<file path="config.mk">
export PLATFORM = sky130hd
export DESIGN_NAME = conv1d_agu_multi
export DESIGN_NICKNAME = d
export VERILOG_FILES = /design/src/rtl/conv1d_agu_multi.sv
export SDC_FILE = /design/constraint.sdc
export NUM_CORES = 1
export LEC_CHECK = 0
export BUFFER_PORTS_ARGS = -buffer_cell sky130_fd_sc_hd__buf_2
export CAP_MARGIN = 10
export CELL_PAD_IN_SITES_DETAIL_PLACEMENT = 0
export CELL_PAD_IN_SITES_GLOBAL_PLACEMENT = 2
export CORE_UTILIZATION = 35
export CTS_CLUSTER_SIZE = 20
export DETAILED_ROUTE_END_ITERATION = 10
export GPL_ROUTABILITY_DRIVEN = 0
export HOLD_SLACK_MARGIN = 0.1
export PLACE_DENSITY = 0.87
export RECOVER_POWER = 50
export SLEW_MARGIN = 5
export SYNTH_ARGS = -nofsm -noshare
export SYNTH_HDL_FRONTEND = slang
export SYNTH_SLANG_ARGS = --single-unit
</file>
<file path="constraint.sdc">
create_clock -name clk -period 2.9 [get_ports clk]
set_input_delay 0.29 -clock clk [delete_from_list [all_inputs] [get_ports clk]]
set_output_delay 0.29 -clock clk [all_outputs]
set_load 0.05 [all_outputs]
</file>
<file path="src/rtl/conv1d_agu_multi.sv">
// conv1d_agu_multi: multi-filter strided Conv1D address sequencer; define CONV1D_AGU_ZERO_PAD_EN for zero padding
module conv1d_agu_multi #(
    parameter int KERNEL_SIZE = 3,
    parameter int STRIDE      = 1,
    parameter int INPUT_SIZE  = 27,
    parameter int NUM_FILTERS = 4,
    parameter int W_ADDR_BITS = 4,
    parameter int X_ADDR_BITS = 5,
    parameter int O_ADDR_BITS = 7
) (
    input  logic                   clk,
    input  logic                   rst,
    input  logic                   start,
    input  logic                   hold,
    output logic                   busy,
    output logic                   done,
    output logic [W_ADDR_BITS-1:0] w_address,
    output logic [X_ADDR_BITS-1:0] x_address,
    output logic                   x_pad,
    output logic [O_ADDR_BITS-1:0] out_address,
    output logic                   clear,
    output logic                   valid,
    output logic                   write
);
`ifdef CONV1D_AGU_ZERO_PAD_EN
    localparam int PAD = (KERNEL_SIZE - 1) / 2;
`else
    localparam int PAD = 0;
`endif
    localparam int OUT_SIZE = (INPUT_SIZE + 2 * PAD - KERNEL_SIZE) / STRIDE + 1;
    localparam int MW = W_ADDR_BITS > X_ADDR_BITS ? (W_ADDR_BITS > O_ADDR_BITS ? W_ADDR_BITS : O_ADDR_BITS)
                                                  : (X_ADDR_BITS > O_ADDR_BITS ? X_ADDR_BITS : O_ADDR_BITS);
    localparam int CW = MW + 1;
    localparam logic [CW-1:0] T_LAST = CW'(KERNEL_SIZE - 1);
    localparam logic [CW-1:0] O_LAST = CW'(OUT_SIZE - 1);
    localparam logic [CW-1:0] F_LAST = CW'(NUM_FILTERS - 1);

    typedef enum logic [2:0] {IDLE, CLEAR, MAC, VALID, WRITE, DONE} state_t;

    state_t        r_state;
    logic [CW-1:0] r_f, r_o, r_t;
    logic          w_o_last, w_last;

    assign w_o_last = r_o == O_LAST;
    assign w_last   = w_o_last && r_f == F_LAST;

    function automatic int idx(int o, int t);
        return o * STRIDE + t - PAD;
    endfunction

    function automatic logic in_pad(int i);
        return (PAD != 0) && (i < 0 || i >= INPUT_SIZE);
    endfunction

    function automatic logic [X_ADDR_BITS-1:0] x_addr(int i);
        return in_pad(i) ? '0 : i[X_ADDR_BITS-1:0];
    endfunction

    function automatic logic [W_ADDR_BITS-1:0] w_addr(int f, int t);
        int v = f * KERNEL_SIZE + t;
        return v[W_ADDR_BITS-1:0];
    endfunction

    function automatic logic [O_ADDR_BITS-1:0] o_addr(int f, int o);
        int v = f * OUT_SIZE + o;
        return v[O_ADDR_BITS-1:0];
    endfunction

    // sequencer FSM; every output is registered for the state being entered
    always_ff @(posedge clk or posedge rst) begin
        if (rst) begin
            r_state     <= IDLE;
            r_f         <= '0;
            r_o         <= '0;
            r_t         <= '0;
            busy        <= 1'b0;
            done        <= 1'b0;
            w_address   <= '0;
            x_address   <= '0;
            x_pad       <= 1'b0;
            out_address <= '0;
            clear       <= 1'b0;
            valid       <= 1'b0;
            write       <= 1'b0;
        end else if (!hold) begin
            clear <= 1'b0;
            valid <= 1'b0;
            write <= 1'b0;
            done  <= 1'b0;
            x_pad <= 1'b0;
            case (r_state)
                IDLE: if (start) begin
                    r_state <= CLEAR;
                    r_f     <= '0;
                    r_o     <= '0;
                    r_t     <= '0;
                    busy    <= 1'b1;
                    clear   <= 1'b1;
                end
                CLEAR: begin
                    r_state   <= MAC;
                    r_t       <= '0;
                    w_address <= w_addr(int'(r_f), 0);
                    x_address <= x_addr(idx(int'(r_o), 0));
                    x_pad     <= in_pad(idx(int'(r_o), 0));
                end
                MAC: if (r_t == T_LAST) begin
                    r_state     <= VALID;
                    valid       <= 1'b1;
                    out_address <= o_addr(int'(r_f), int'(r_o));
                end else begin
                    r_t       <= r_t + 1'b1;
                    w_address <= w_addr(int'(r_f), int'(r_t) + 1);
                    x_address <= x_addr(idx(int'(r_o), int'(r_t) + 1));
                    x_pad     <= in_pad(idx(int'(r_o), int'(r_t) + 1));
                end
                VALID: begin
                    r_state <= WRITE;
                    write   <= 1'b1;
                end
                WRITE: begin
                    r_state <= w_last ? DONE : CLEAR;
                    r_t     <= '0;
                    r_o     <= w_o_last ? '0 : r_o + 1'b1;
                    r_f     <= w_o_last ? r_f + 1'b1 : r_f;
                    clear   <= !w_last;
                    done    <= w_last;
                end
                DONE: begin
                    r_state <= IDLE;
                    busy    <= 1'b0;
                end
                default: r_state <= IDLE;
            endcase
        end
    end
endmodule
</file>
Word level (Yosys, flattened, before mapping)
Index checks and enable logic that the tools add are counted.

Register bits after elaboration: 48. Input port bits: 4. Logic and storage cells: 72.

$add $sub $neg: 7. $mul: 2. Equality and inequality tests: 12. Muxes and demuxes: 23. Bitwise gates (word level): 1. Reduce and logical (&&, ||, !) cells: 15.

Operators by type and width (number): 8-bit 2-to-1 mux (4); 8-bit one-hot mux with 2 select lines (2); 8-bit by 1-bit adder with 8-bit output (second input constant) (3); 8-bit one-hot mux with 3 select lines (1); 8-bit by 2-bit == test with 1-bit output (second input constant) (2); 3-bit one-hot mux with 5 select lines (1); 3-bit AND reduction (5); 5-bit one-hot mux with 2 select lines (1); 3-bit 2-to-1 mux (3); 8-bit by 5-bit == test with 1-bit output (second input constant) (1); 8-bit by 2-bit multiplier with 4-bit output (second input constant) (1); 8-bit by 5-bit multiplier with 7-bit output (second input constant) (1); 2-bit != test (second input constant) (4); 4-bit one-hot mux with 2 select lines (1); 4-bit AND reduction (2); 7-bit adder (1); 3-bit by 2-bit == test with 1-bit output (second input constant) (2); 3-bit == test (second input constant) (2); 1-bit 2-to-1 mux (6); 2-bit nonzero test (3); 5-bit by 1-bit adder with 5-bit output (second input constant) (1); 5-bit adder (1); 5-bit 2-to-1 mux (1); 4-bit adder (1); 9 further kinds (10).

Longest topological paths before layout
Gate-level depths: netlist of run 1.

Word-level depth: 4. Mapped depth: 10. Depth with buffers taken out: 10.

Worst setup path before layout of run 1
OpenSTA, ideal clock, no wires.

Path kind: register to register. From: reg r_f[0]. To: reg out_address[6]. Setup time: 137 ps. Arrival time: 2522 ps. Required time: 2763 ps. Slack: 240 ps. Cell stages (with the launch flop): 11. Buffers on the path: 0. Period minus slack after synthesis: 2660 ps. Cells stage by stage: dfrtp_1 ha_1 ha_1 inv_1 fa_1 inv_1 ha_1 a21o_1 a21oi_1 xnor2_1 o21ai_0.

Cells in the longest elaborated chain, start to end: 2.

RTL lines: start: declaration (line 41) `logic [CW-1:0] r_f, r_o, r_t;`; start signal: assignment (line 125) `r_f <= w_o_last ? r_f + 1'b1 : r_f;`; 8-bit by 5-bit multiplier with 7-bit output (line 65) `int v = f * OUT_SIZE + o;`; 7-bit adder (line 65); end signal: assignment (line 110) `out_address <= o_addr(int'(r_f), int'(r_o));`; end: declaration (line 20) `output logic [O_ADDR_BITS-1:0] out_address,`.

No other way between the ends. A chain may end at the register's enable or synchronous reset.

Final worst setup path of run 1
From: reg r_f[1]. To: reg out_address[6].

The elaborated chain is that of the path after synthesis.

==> results of run 1 <==
cells by family after synthesis:
| logic type | after synthesis | synth area share (%) |
|---|---|---|
| mux | 9 | 3.02 |
| buf+inv | 36 | 4.75 |
| simple gates | 97 | 16.2 |
| fa+ha+maj | 37 | 16.2 |
| flops | 48 | 37.7 |
| xor+xnor | 21 | 5.77 |
| other cells | 1 | 0.118 |
| compound gates | 83 | 16.3 |
layout make-up:
cell class | count | share of cell area, %
clock buffer | 7 | 2.44
clock inverter | 1 | 0.212
inverter | 24 | 2.55
multi-input combinational | 248 | 52.0
sequential | 48 | 34.0
tap | 108 | 3.82
timing repair buffer | 33 | 4.95
state kept, by name, indices dropped and copies added, names as in the netlist, 3 cells and up:
name,flops
w_address,4
r_o,8
x_address,5
r_f,8
out_address,7
r_t,8
r_state,3
synthesized netlist by cell type (6+ instances only):
| cell | count |
|---|---|
| sky130_fd_sc_hd__dfrtp_1 | 48 |
| sky130_fd_sc_hd__o21ai_0 | 38 |
| sky130_fd_sc_hd__nand2_1 | 32 |
| sky130_fd_sc_hd__ha_1 | 30 |
| sky130_fd_sc_hd__inv_1 | 24 |
| sky130_fd_sc_hd__nor2_1 | 21 |
| sky130_fd_sc_hd__a21oi_1 | 17 |
| sky130_fd_sc_hd__xnor2_1 | 12 |
| sky130_fd_sc_hd__xor2_1 | 9 |
| sky130_fd_sc_hd__nand3_1 | 8 |
| sky130_fd_sc_hd__clkbuf_1 | 7 |
| sky130_fd_sc_hd__fa_1 | 7 |
| sky130_fd_sc_hd__a21o_1 | 6 |
| sky130_fd_sc_hd__and3_1 | 6 |
power by group:
part / internal, uW / switching (uW) / total (uW)
combinational: 540 / 967 / 1510
clock: 194 / 229 / 423
sequential: 816 / 194 / 1010
worst reg2reg max path, stage by stage, from the launching register on:
cell and delay (ns):
sky130_fd_sc_hd__dfrtp_2 0.45, sky130_fd_sc_hd__ha_1 0.35, sky130_fd_sc_hd__ha_1 0.31, sky130_fd_sc_hd__inv_1 0.05, sky130_fd_sc_hd__fa_1 0.52, sky130_fd_sc_hd__inv_1 0.04
sky130_fd_sc_hd__ha_1 0.33, sky130_fd_sc_hd__a21o_1 0.20, sky130_fd_sc_hd__a21oi_2 0.14, sky130_fd_sc_hd__xnor2_1 0.12, sky130_fd_sc_hd__o21ai_0 0.08
stage by stage:
step	setup WS, ns	hold slack (ns)	cells
6_report	0.179	0.312	469
4_1_cts	0.132	0.269	469
5_1_grt	0.0258	0.365	469
3_5_place_dp	0.132	0.465	461
2_1_floorplan	0.240	0.443	332
3_3_place_gp	0.200	0.456	461
routing by layer:
metal / vias up / share of wire (%) / GRT usage [%] / wire length [um]
met1: 1094 / 49 / 21.1 / 3320
met2: 44 / 46 / 25.4 / 3130
li1: 1221 / - / - / -
met3: 8 / 3.9 / 2.95 / 264
met5: - / 0 / 0 / 0
met4: 0 / 1.4 / 4.75 / 98
timing repair:
| item | 4_1_cts | 5_1_grt |
|---|---|---|
| gates resized for setup | 0 | 2 |
| hold endpoints to repair | 0 | 0 |
| setup endpoints to repair | 0 | 1 |
worst min path at each step:
stage                     slack, ns              to
after floorplan                0.44          r_t[7]
after global placement         0.46    w_address[1]
after detailed placement       0.46    w_address[1]
after CTS                      0.27  out_address[1]
after global routing           0.37            busy
final                          0.31            busy
cell usage in the layout, fill, tap and decap left out, drive strengths merged, types with 3 or more instances in the layout:
| master | netlist | layout |
|---|---|---|
| a21o | 6 | 6 |
| a21oi | 17 | 17 |
| a31oi | 4 | 4 |
| and3 | 6 | 6 |
| buf | 5 | 23 |
| clkbuf | 7 | 17 |
| dfrtp | 48 | 48 |
| fa | 7 | 7 |
| ha | 30 | 30 |
| inv | 24 | 24 |
| mux2 | 5 | 5 |
| mux2i | 4 | 4 |
| nand2 | 32 | 32 |
| nand2b | 3 | 3 |
| nand3 | 9 | 9 |
| nand4 | 5 | 5 |
| nor2 | 21 | 21 |
| nor2b | 5 | 5 |
| nor3 | 3 | 3 |
| nor4b | 3 | 3 |
| o21ai | 40 | 40 |
| o31ai | 6 | 6 |
| xnor2 | 12 | 12 |
| xor2 | 9 | 9 |
==> impl.org, run 1 <==
** Status
- The flow ran to the end, but the final reports show violations.
- The final reports fail on capacitance limit, slew limit.

** Worst hold path
- Critical hold path startpoint :: start
- The worst hold path belongs to the class in2reg.
- Hold path cells :: 3

** Critical path
- Path type of the worst setup path :: reg2reg
- Critical path's slowest cell :: sky130_fd_sc_hd__fa_1
- Counting both buffers and inverters, the worst setup path holds a total of 2.
- Highest net fanout along the worst path :: 5
- Traced cell by cell, the critical path runs through ha_1, ha_1, inv_1, fa_1, inv_1, ha_1, a21o_1, a21oi_2, xnor2_1, o21ai_0.
- Startpoint kind of the worst setup timing path :: register
- In this design, the stage delay of the slowest critical-path cell is 0.52 ns.
- The kind of cell with the highest combined delay along the critical path is adder cells.
- The worst setup path is captured at a register.
- Setup slack on the worst reg-to-reg path comes out at approximately 0.18 ns.
- The worst register-to-register path begins at r_f[1].
- Arrival time of the worst setup path :: ~2.9 ns
- Critical path startpoint :: r_f[1]
- Critical Path Most Common Cell :: sky130_fd_sc_hd__ha_1
- Number of stages on the worst setup path :: 10
- Capture instance of the worst register-to-register path :: out_address[6]
- The worst register-to-register path has a depth of 10.
- End point of the critical path :: out_address[6]
- Data on the critical path is required at its endpoint by just over 3 ns.

** Global routing
- The initial antenna violation count came to 0.
- Global-route wire length before repair :: about 12000 um
- Global routing used 15.6% of the available tracks across all layers.
- Grt ovf :: 0
- Entering global routing, the biggest net connects 49 pins.
- Via count of the first global-routing pass :: roughly 2400

** Layout
- For this run, the share of the core covered by cells in the final layout is between 40% and 50%.
- After the last flow step, the layout net total stands at approximately 400.
- Layout Area Growth over Synthesis :: 10.9%
- FILL cells :: 892
- Sequential cell area :: 1200 um^2
- In the final layout, the share of cells above drive strength 1 is 12.7%.
- Non-Filler Cell Area, Final :: about 3500 um^2
- Diode insertion count for antenna repair :: 0
- Summing all multi-input logic gate instances after layout gives ~1800 um^2.

** Place
- Standard cell area after detailed placement :: between 3000 and 4000 um^2
- The count of buffers added on input and output ports is 24.
- Post-DP HPWL :: just over 5000 um

** Timing
- Slew at the pin with the worst max-slew slack :: approximately 1.8 ns
- Fin Setup TNS :: 0 ns
- Of the available clock period, the critical path in the final layout requires a little over nine tenths.
- Subtracting the final worst setup slack from the clock period gives roughly 2.7 ns.
- The number of hold violations in the final report is 0.
- Static timing analysis puts the maximum clock frequency at 368 MHz.
- Setup violations remaining at the end of the flow were counted as 0.
- Clock skew on the completed layout was measured at around 0.0050 ns.
- RSZ-0062 raised after global routing :: no
- Final Slew Violations :: 49
- Headroom to the max-slew limit came out at -20.7%.

** Synth
- Share of Yosys cell area claimed by the top area cell type :: between 30% and 40%
- The number of nets in the synthesized netlist is ~370.
- Sequential-to-total area share from yosys stat :: between 30% and 40%
- The mapped netlist covers roughly 3200 um^2.
- For this run, the number of Yosys warnings is 0.
- Post-synth top area cell :: sky130_fd_sc_hd__dfrtp_1
- After synthesis, the cell types taking the most area are sky130_fd_sc_hd__dfrtp_1, sky130_fd_sc_hd__ha_1, sky130_fd_sc_hd__o21ai_0.
- Counting distinct cell types in the post-synthesis netlist gives ~50.
- Count of flip-flops with a built-in enable after synthesis :: 0
- For this run, asynchronously set or reset flops after synthesis account for 100%.
- In this run the mean area of a mapped cell was 9.60 um^2.
- Synthesized instance count :: ~330
- #FFs+latches synth :: 48
- Among all flip-flop cells after synthesis, the most frequent one is sky130_fd_sc_hd__dfrtp_1.

** Power and ir drop
- Overall Power :: slightly below 3000 uW
- The worst-case IR drop observed on VDD is 0.000247 V.
- In this run the power density over the cells is between 800 and 900 nW/um^2.
- For this design the static power due to leakage is around 0.0017 uW.

** Clock tree
- No sink is reached through more buffers than the 2 on the longest clock path.
- Num CTS Buffers :: 5
- The later pin in the worst-skew pair is clocked with a latency of 0.30 ns.
- Clock-pin slew of the registers on the worst-case setup and hold paths :: roughly 0.09 ns
- TritonCTS built the clock tree.
- Hold repair after CTS inserted 0 buffers.
- Total clock sinks :: 48
- Level count of the clock H-tree :: 2
- Master cell of the clock root buffer :: sky130_fd_sc_hd__clkbuf_8
- Number of setup buffers added after CTS :: 0

** Floorplan
- The initial utilization of the core area, before any placement, comes to between 30% and 40%.
- Total die area :: about 9500 um^2
- Placeable core area :: 8760 um^2
- Width of the die :: approximately 97 um
- In this run the vertical extent of the chip is 97.4 um.
- 26 I/O pins were placed.
- Row generation in the floorplan step produced 34 rows.

** Drt
- Summing over every cut layer, the via total after detailed routing is between 2000 and 2500.
- The detail route stage leaves a number of antenna-violating nets equal to 0.
- Residual DRC count :: 0
- Average wire length per cell after detail routing :: between 10 and 15 um
- After detailed routing, the total wire length is 6810 um.
- Using the TritonRoute via totals, the vias-per-cell ratio works out to between 5 and 6.
- Length of the first detailed-routing pass in iterations :: 4
- The detailed router finished its first iteration with 96 violations.

** Run
- Number of max-capacitance violations reported :: 1
Note: power is estimated with default switching activity, not from simulation.
==> run 2, diff against run 1 <==
--- a/config.mk
+++ b/config.mk
@@ -9,12 +9,12 @@
 export CAP_MARGIN = 10
 export CELL_PAD_IN_SITES_DETAIL_PLACEMENT = 0
 export CELL_PAD_IN_SITES_GLOBAL_PLACEMENT = 2
-export CORE_UTILIZATION = 35
+export CORE_UTILIZATION = 38
 export CTS_CLUSTER_SIZE = 20
 export DETAILED_ROUTE_END_ITERATION = 10
 export GPL_ROUTABILITY_DRIVEN = 0
 export HOLD_SLACK_MARGIN = 0.1
-export PLACE_DENSITY = 0.87
+export PLACE_DENSITY = 0.89
 export RECOVER_POWER = 50
 export SLEW_MARGIN = 5
 export SYNTH_ARGS = -nofsm -noshare
==> constraint.sdc (replaced) <==
create_clock -name clk -period 2.6 [get_ports clk]
set_input_delay 0.26 -clock clk [delete_from_list [all_inputs] [get_ports clk]]
set_output_delay 0.26 -clock clk [all_outputs]
set_load 0.05 [all_outputs]
==> run 2 against run 1 <==
The run now ends clean; design area up 4.8%; combinational power up 17%; sequential share of layout area decreased by 1.6 points; critical path type unchanged; wire length is 2.8% higher; largest power group unchanged; maximum frequency up 10%; clock-buffer cell count fell by 1; non-clock buffer count grew 18; clock skew fell by 0.0024 ns; critical path depth grew 2; hold slack lost 0.018 ns; sequential cell count is the same; clock power is 3% higher.
==> impl.org, run 2 (synthesis results as in run 1) <==
** Layout
- Largest registers :: r_f (8), r_o (8), r_t (8) (unchanged)
- The fraction of final layout cells with drive strength greater than 1 was 15.6% (was 12.7%).
- The number of fillers in the final layout is 827 (was 892).
- Diode insertion count for antenna repair :: 0 (unchanged)
- Multi-input combinational cell area :: 1910 um^2 (was 1840 um^2)
- Layout Area Growth over Synthesis :: 16.3% (was 10.9%)
- Commonest cells after routing, fill and taps aside :: sky130_fd_sc_hd__dfrtp_1, sky130_fd_sc_hd__o21ai_0, sky130_fd_sc_hd__nand2_1 (unchanged)
- Nets :: 419 (was 401)
- The register area is 1200 um^2 (about the same).
- Leading cell type in the layout, fill and taps excluded :: sky130_fd_sc_hd__dfrtp_1 (unchanged)

** Timing
- The tightest slew margin relative to the limit came to 33.5% (was -20.7%).
- The count of pins over their slew limit came to 0 (was 49).
- Post-route fraction of the period consumed by the critical path :: 94.8% (was 93.8%)
- The worst-margin pin slew was 0.996 ns (was 1.81 ns).
- Final count of negative-setup-slack endpoints :: 0 (unchanged)
- RSZ-0062 raised after global routing: no (unchanged).
- Fmax :: 406 MHz (was 368 MHz)
- The setup slack of the critical path after layout is 0.136 ns (was 0.179 ns).
- Fin Setup TNS :: 0 ns (unchanged)
- The number of hold violations in the final report is 0 (unchanged).
- Minimum hold slack :: 0.294 ns (was 0.312 ns)
- Fin crit period :: 2.46 ns (was 2.72 ns)
- Final clock skew :: 0.00255 ns (was 0.00498 ns)

** Global routing
- GR met1 Demand/Resource :: 23.6% (was 21.1%)
- GR peak layer :: met2 (unchanged)
- Met3 usage :: 2.52% (was 2.95%)
- Global-route wire length before repair :: 11700 um (was 12000 um)
- Global routing met2 resource utilization :: 28.0% (was 25.4%)
- Grt ovf :: 0 (unchanged)
- The overall fraction of global-route tracks in use came to 17.2% (was 15.6%).
- The largest net degree at the start of global routing came to 27 (was 49).
- The initial antenna violation count is 0 (unchanged).
- Via count of the first global-routing pass :: 2326 (was 2392)

** Critical path
- Critical path's slowest cell :: sky130_fd_sc_hd__fa_1 (unchanged)
- Highest net fanout along the worst path :: 3 (was 5)
- Crit path buf inv count :: 4 (was 2)
- Number of stages on the worst setup path :: 12 (was 10)
- The biggest cell delay along the critical path came to 0.48 ns (was 0.52 ns).
- The startpoint-to-endpoint class of the critical path is reg2reg (unchanged).
- The family of cells with the greatest summed delay on the critical path is adder cells (unchanged).
- The required time at the endpoint of the critical path was 2.78 ns (was 3.07 ns).
- Startpoint kind of the worst setup timing path :: register (unchanged)
- Critical path cell sequence :: buf_4, ha_4, inv_2, buf_4, fa_1, inv_1, ha_4, nand3_1, and3_1, mux2i_1, xnor2_1, o21ai_0 (was ha_1, ha_1, inv_1, fa_1, inv_1, ha_1, a21o_1, a21oi_2, xnor2_1, o21ai_0)
- Cells on worst reg2reg path :: 12 (was 10)
- The worst endpoint data arrival time was 2.64 ns (was 2.89 ns).
- Setup crit end kind :: register (unchanged)

** Drt
- The iteration-0 DRC count of the detailed router came to 97 (was 96).
- The overall routed net length is 7010 um (was 6810 um).
- The count of TritonRoute iterations in the first routing pass is 4 (unchanged).
- Number of vias per cell after detailed routing :: 5.11 (was 5.05)
- The final routed wire length divided by cell count came to 14.5 um (about the same).
- Vias post-DR :: 2468 (was 2367)
- The count of antenna-violating nets left after detailed routing came to 0 (unchanged).
- Residual DRC count :: 0 (unchanged)

** Clock tree
- Level count of the clock H-tree :: 2 (unchanged)
- Num CTS Buffers :: 5 (unchanged)
- Clock tree from TritonCTS :: built (unchanged)
- The total clock sinks came to 48 (unchanged).
- CTS max path bufs :: 2 (unchanged)
- Clock-pin slew of the registers on the worst-case setup and hold paths :: 0.09 ns (about the same)
- Master cell of the clock root buffer :: sky130_fd_sc_hd__clkbuf_8 (unchanged)
- The later-pin clock latency in the skew report came to 0.30 ns (about the same).

** Worst hold path
- The count of cells along the worst hold path was 3 (unchanged).
- Worst min-delay path category :: in2reg (unchanged)

** Floorplan
- Boundary Pins :: 26 (unchanged)
- The effective utilization at floorplan came to 39.0% (was 36.4%).
- The height of the die is 93.6 um (was 97.4 um).
- Placeable core area :: 8180 um^2 (was 8760 um^2)
- The die boundary width came to 93.6 um (was 97.4 um).
- The number of placement rows was 33 (was 34).
- Total die area :: 8760 um^2 (was 9490 um^2)

** Power and ir drop
- The peak supply drop came to 0.000331 V (was 0.000247 V).
- Power per unit of standard cell area :: 895 nW/um^2 (was 831 nW/um^2)
- The leakage power of the design was 0.00172 uW (was 0.00168 uW).
- Overall Power :: 3320 uW (was 2940 uW)

** Place
- The setup slack at placement is -0.0434 ns (was 0.132 ns).
- Post-DP HPWL :: 5280 um (was 5050 um)
- Buffers on Ports :: 24 (unchanged)

** Run
- The max-capacitance violation count is 0 (was 1).

** Status
- Outcome: complete, no violations (was finished, violations left).
==> run 2: changes by cell type in the layout (fill, tap and decap cells not counted), moves of 4 or more <==
| cell | delta |
|---|---|
| sky130_fd_sc_hd__buf_4 | +16 |
| sky130_fd_sc_hd__ha_4 | +4 |
| sky130_fd_sc_hd__ha_1 | -4 |
| sky130_fd_sc_hd__buf_2 | -11 |
| sky130_fd_sc_hd__clkbuf_1 | +11 |
==> run 2: tightest hold or removal path, cell delays in order <==
cell and delay, ns:
sky130_fd_sc_hd__buf_2 0.11, sky130_fd_sc_hd__a21oi_1 0.06, sky130_fd_sc_hd__o21ai_0 0.13
==> run 2: report_power, final <==
group	internal, uW	switching (uW)	total, uW
Sequential	910	200	1110
Clock	184	250	434
Combinational	650	1120	1770
==> run 2: final cells by class <==
type | instances | area share (%)
flip-flops and latches | 48 | 32.4
well taps | 105 | 3.54
multi-input cells | 248 | 51.5
clock buffers | 6 | 1.96
repair buffers | 51 | 8.00
inverters | 24 | 2.43
clock inverters | 1 | 0.135
==> run 2: final timing paths <==
| kind | to | slack [ns] | start |
|---|---|---|---|
| worst max-delay path | w_address[3] | 0.14 | r_f[1] |
| worst min-delay path | busy | 0.29 | start |
| worst max register to register | w_address[3] | 0.14 | r_f[1] |
| worst min register to register | w_address[0] | 0.48 | w_address[0] |
| max in group asynchronous | r_o[4] | 0.76 | rst |
| min in group asynchronous | out_address[4] | 0.73 | rst |
==> run 2: metrics by stage <==
step / cells / instance area, um^2 / utilization [%]
floorplan: 332 / 3200 / -
global placement: 474 / 3580 / 43.8
detailed placement: 474 / 3580 / 43.8
CTS: 483 / 3680 / 45.0
global route: 483 / 3710 / 45.3
finish: 483 / 3710 / 45.3
==> run 2: metal layers <==
metal | wire, um | share of wire, % | vias up
met2 | 3230 | 46 | 38
li1 | - | - | 1254
met5 | 0 | 0 | -
met1 | 3480 | 50 | 1168
met4 | 148 | 2.1 | 0
met3 | 154 | 2.2 | 8
==> run 2: what timing repair did <==
| action | 4_1_cts | 5_1_grt |
|---|---|---|
| hold buffers | 1 | 0 |
| gates cloned | 0 | 0 |
| gates resized for setup | 2 | 10 |
| buffers inserted | 1 | 0 |
| pin swaps | 1 | 9 |
| setup endpoints to repair | 2 | 3 |
| hold endpoints to repair | 25 | 0 |
==> run 3, diff against run 2 <==
==> constraint.sdc (replaced) <==
create_clock -name clk -period 2.64 [get_ports clk]
set_input_delay 0.264 -clock clk [delete_from_list [all_inputs] [get_ports clk]]
set_output_delay 0.264 -clock clk [all_outputs]
set_load 0.05 [all_outputs]
==> run 3 against run 2 <==
Sequential cell count stayed put; clock-buffer cell count is 1 lower; final cell count is 0.41% lower; clock skew is 0.0069 ns higher; critical path depth is 3 lower; wire length is 2.2% higher; sequential power is 4% lower; critical path type unchanged; largest cell class unchanged; largest power group unchanged.
==> impl.org, run 3 (synthesis results as in run 1) <==
** Status
- Outcome: complete, no violations (unchanged).

** Global routing
- The met3 global-route usage was 1.46% (was 2.52%).
- Combined global-route utilization of all metal layers :: 17.2% (about the same)
- The most used routing layer is met2 (unchanged).
- Via count of the first global-routing pass :: 2310 (was 2326)
- Grt ovf :: 0 (unchanged)
- The initial antenna violation count came to 0 (unchanged).
- Global routing met2 resource utilization :: 28.0% (unchanged)
- The largest net degree at the start of global routing was 29 (was 27).
- The met1 capacity usage during global routing came to 24.1% (was 23.6%).
- The wire length of the first global-routing pass is 11600 um (was 11700 um).

** Timing
- Slew at the pin with the worst max-slew slack :: 1.12 ns (was 0.996 ns)
- Normalized max-slew margin :: 25.4% (was 33.5%)
- The worst hold margin is 0.293 ns (was 0.294 ns).
- Post-route fraction of the period consumed by the critical path :: 97.6% (was 94.8%)
- The total negative slack for setup checks came to 0 ns (unchanged).
- The clock skew after layout was 0.00950 ns (was 0.00255 ns).
- The final critical path time including I/O delays and setup is 2.58 ns (was 2.46 ns).
- Final count of negative-setup-slack endpoints :: 0 (unchanged)
- The count of pins over their slew limit is 0 (unchanged).
- Count of endpoints failing hold in the final timing report :: 0 (unchanged)
- The setup slack of the critical path after layout is 0.0631 ns (was 0.136 ns).
- Fmax :: 388 MHz (was 406 MHz)

** Drt
- Wire length reported by the detailed router :: 7160 um (was 7010 um)
- Vias post-DR :: 2460 (was 2468)
- Remaining number of nets flagged by the antenna check after routing :: 0 (unchanged)
- Length of the first detailed-routing pass in iterations :: 4 (unchanged)
- Detailed Route Iter0 Violations :: 100 (was 97)
- The post-detailed-route via-to-cell ratio was 5.11 (about the same).
- Residual DRC count :: 0 (unchanged)
- Average wire length per cell after detail routing :: 14.9 um (was 14.5 um)

** Clock tree
- Level count of the clock H-tree :: 2 (unchanged)
- The number of buffers created by CTS was 5 (unchanged).
- The number of buffers added for setup after CTS is 0 (was 1).
- The total clock sinks was 48 (unchanged).
- The TritonCTS clock tree is built (unchanged).
- Clock-pin slew of the registers on the worst-case setup and hold paths :: 0.10 ns (was 0.09 ns)
- CTS max path bufs :: 2 (unchanged)
- The later-pin clock latency in the skew report came to 0.31 ns (was 0.30 ns).
- The clock tree root buffer cell was sky130_fd_sc_hd__clkbuf_8 (unchanged).

** Critical path
- Data required, critical path :: 2.84 ns (was 2.78 ns)
- The maximum fanout count along the critical path came to 3 (unchanged).
- The worst endpoint data arrival time came to 2.78 ns (was 2.64 ns).
- The type of element launching the critical path was a register (unchanged).
- The startpoint-to-endpoint class of the critical path was reg2reg (unchanged).
- Setup crit end kind :: register (unchanged)

** Floorplan
- Width of the die :: 93.6 um (unchanged)
- The core area is 8180 um^2 (unchanged).
- Boundary Pins :: 26 (unchanged)
- The height of the die was 93.6 um (unchanged).
- Total die area :: 8760 um^2 (unchanged)
- Placement row count :: 33 (unchanged)
- The effective utilization at floorplan was 39.0% (unchanged).

** Power and ir drop
- Peak VDD IR :: 0.000341 V (was 0.000331 V)
- Pleak :: 0.00172 uW (about the same)
- The total power per unit cell area is 914 nW/um^2 (was 895 nW/um^2).

** Layout
- The number of nets in the layout is 416 (was 419).
- Largest registers: r_f (8), r_o (8), r_t (8) (unchanged).
- Fraction of layout cells with a size suffix above 1 :: 16.0% (was 15.6%)
- Diode insertion count for antenna repair :: 0 (unchanged)
- Commonest cells after routing, fill and taps aside: sky130_fd_sc_hd__dfrtp_1, sky130_fd_sc_hd__o21ai_0, sky130_fd_sc_hd__nand2_1 (unchanged).
- Non-Filler Cell Area, Final :: 3720 um^2 (was 3710 um^2)
- Layout Area Growth over Synthesis :: 16.6% (was 16.3%)
- Leading cell type in the layout, fill and taps excluded :: sky130_fd_sc_hd__dfrtp_1 (unchanged)

** Place
- The number of I/O port buffers is 24 (unchanged).
- Placement-stage worst setup slack :: 0.00985 ns (was -0.0434 ns)
- Standard cell area after detailed placement :: 3560 um^2 (was 3580 um^2)
- The detailed placer's ending HPWL was 5300 um (was 5280 um).

** Worst hold path
- Worst min-delay path category :: in2reg (unchanged)

** Run
- The max-capacitance violation count is 0 (unchanged).
[run 3: worst max-delay path, cell delays in order (launching register included)]
cell	delay [ns]
sky130_fd_sc_hd__dfrtp_2	0.46
sky130_fd_sc_hd__ha_4	0.28
sky130_fd_sc_hd__inv_2	0.03
sky130_fd_sc_hd__fa_1	0.51
sky130_fd_sc_hd__fa_2	0.55
sky130_fd_sc_hd__inv_2	0.04
sky130_fd_sc_hd__ha_4	0.24
sky130_fd_sc_hd__a21oi_2	0.16
sky130_fd_sc_hd__xnor2_1	0.13
sky130_fd_sc_hd__o21ai_1	0.07
[run 3: final cells by class]
class	count	area, um^2
Clock buffer	5	68.8
Clock inverter	3	42.5
Fill cell	797	4460
Inverter	24	90.1
Multi-Input combinational cell	248	1910
Sequential cell	48	1200
Tap cell	105	131
Timing Repair Buffer	48	274
[run 3: path summary, 6_finish.rpt]
| kind | startpoint | to | slack [ns] | cells past startpoint |
|---|---|---|---|---|
| setup / recovery | r_f[1] | out_address[6] | 0.06 | 9 |
| hold / removal | start | busy | 0.29 | 3 |
| setup reg to reg | r_f[1] | out_address[6] | 0.06 | 9 |
| hold reg to reg | out_address[4] | out_address[4] | 0.49 | 2 |
| max in group asynchronous | rst | r_f[1] | 0.71 | 4 |
| min in group asynchronous | rst | out_address[4] | 0.78 | 3 |
[run 3: layer usage]
metal  share of wire [%]  up-vias  wire length [um]
li1                    -     1246                 -
met1                  49     1178              3510
met2                  49       29              3490
met3                 1.2        7                83
met4                 1.1        0                79
met5                   0        -                 0
[run 3: repair_timing]
item / CTS / global route
setup endpoints to repair: 2 / 3
hold buffers: 1 / 0
resized for setup: 0 / 13
cloned: 0 / 0
hold endpoints to repair: 27 / 0
pin swaps: 1 / 8
[run 3: per-stage QoR]
stage	std cells	util, %	power [uW]
final	481	45.5	3400
after global routing	481	45.5	3660
after CTS	481	45.1	3430
after detailed placement	472	43.6	2870
after global placement	472	43.6	2840
after floorplan	332	-	2390
[run 3: where the power goes]
group          switching, uW  total [uW]  internal, uW
clock                    266         546           281
combinational           1130        1780           642
sequential               176        1070           897
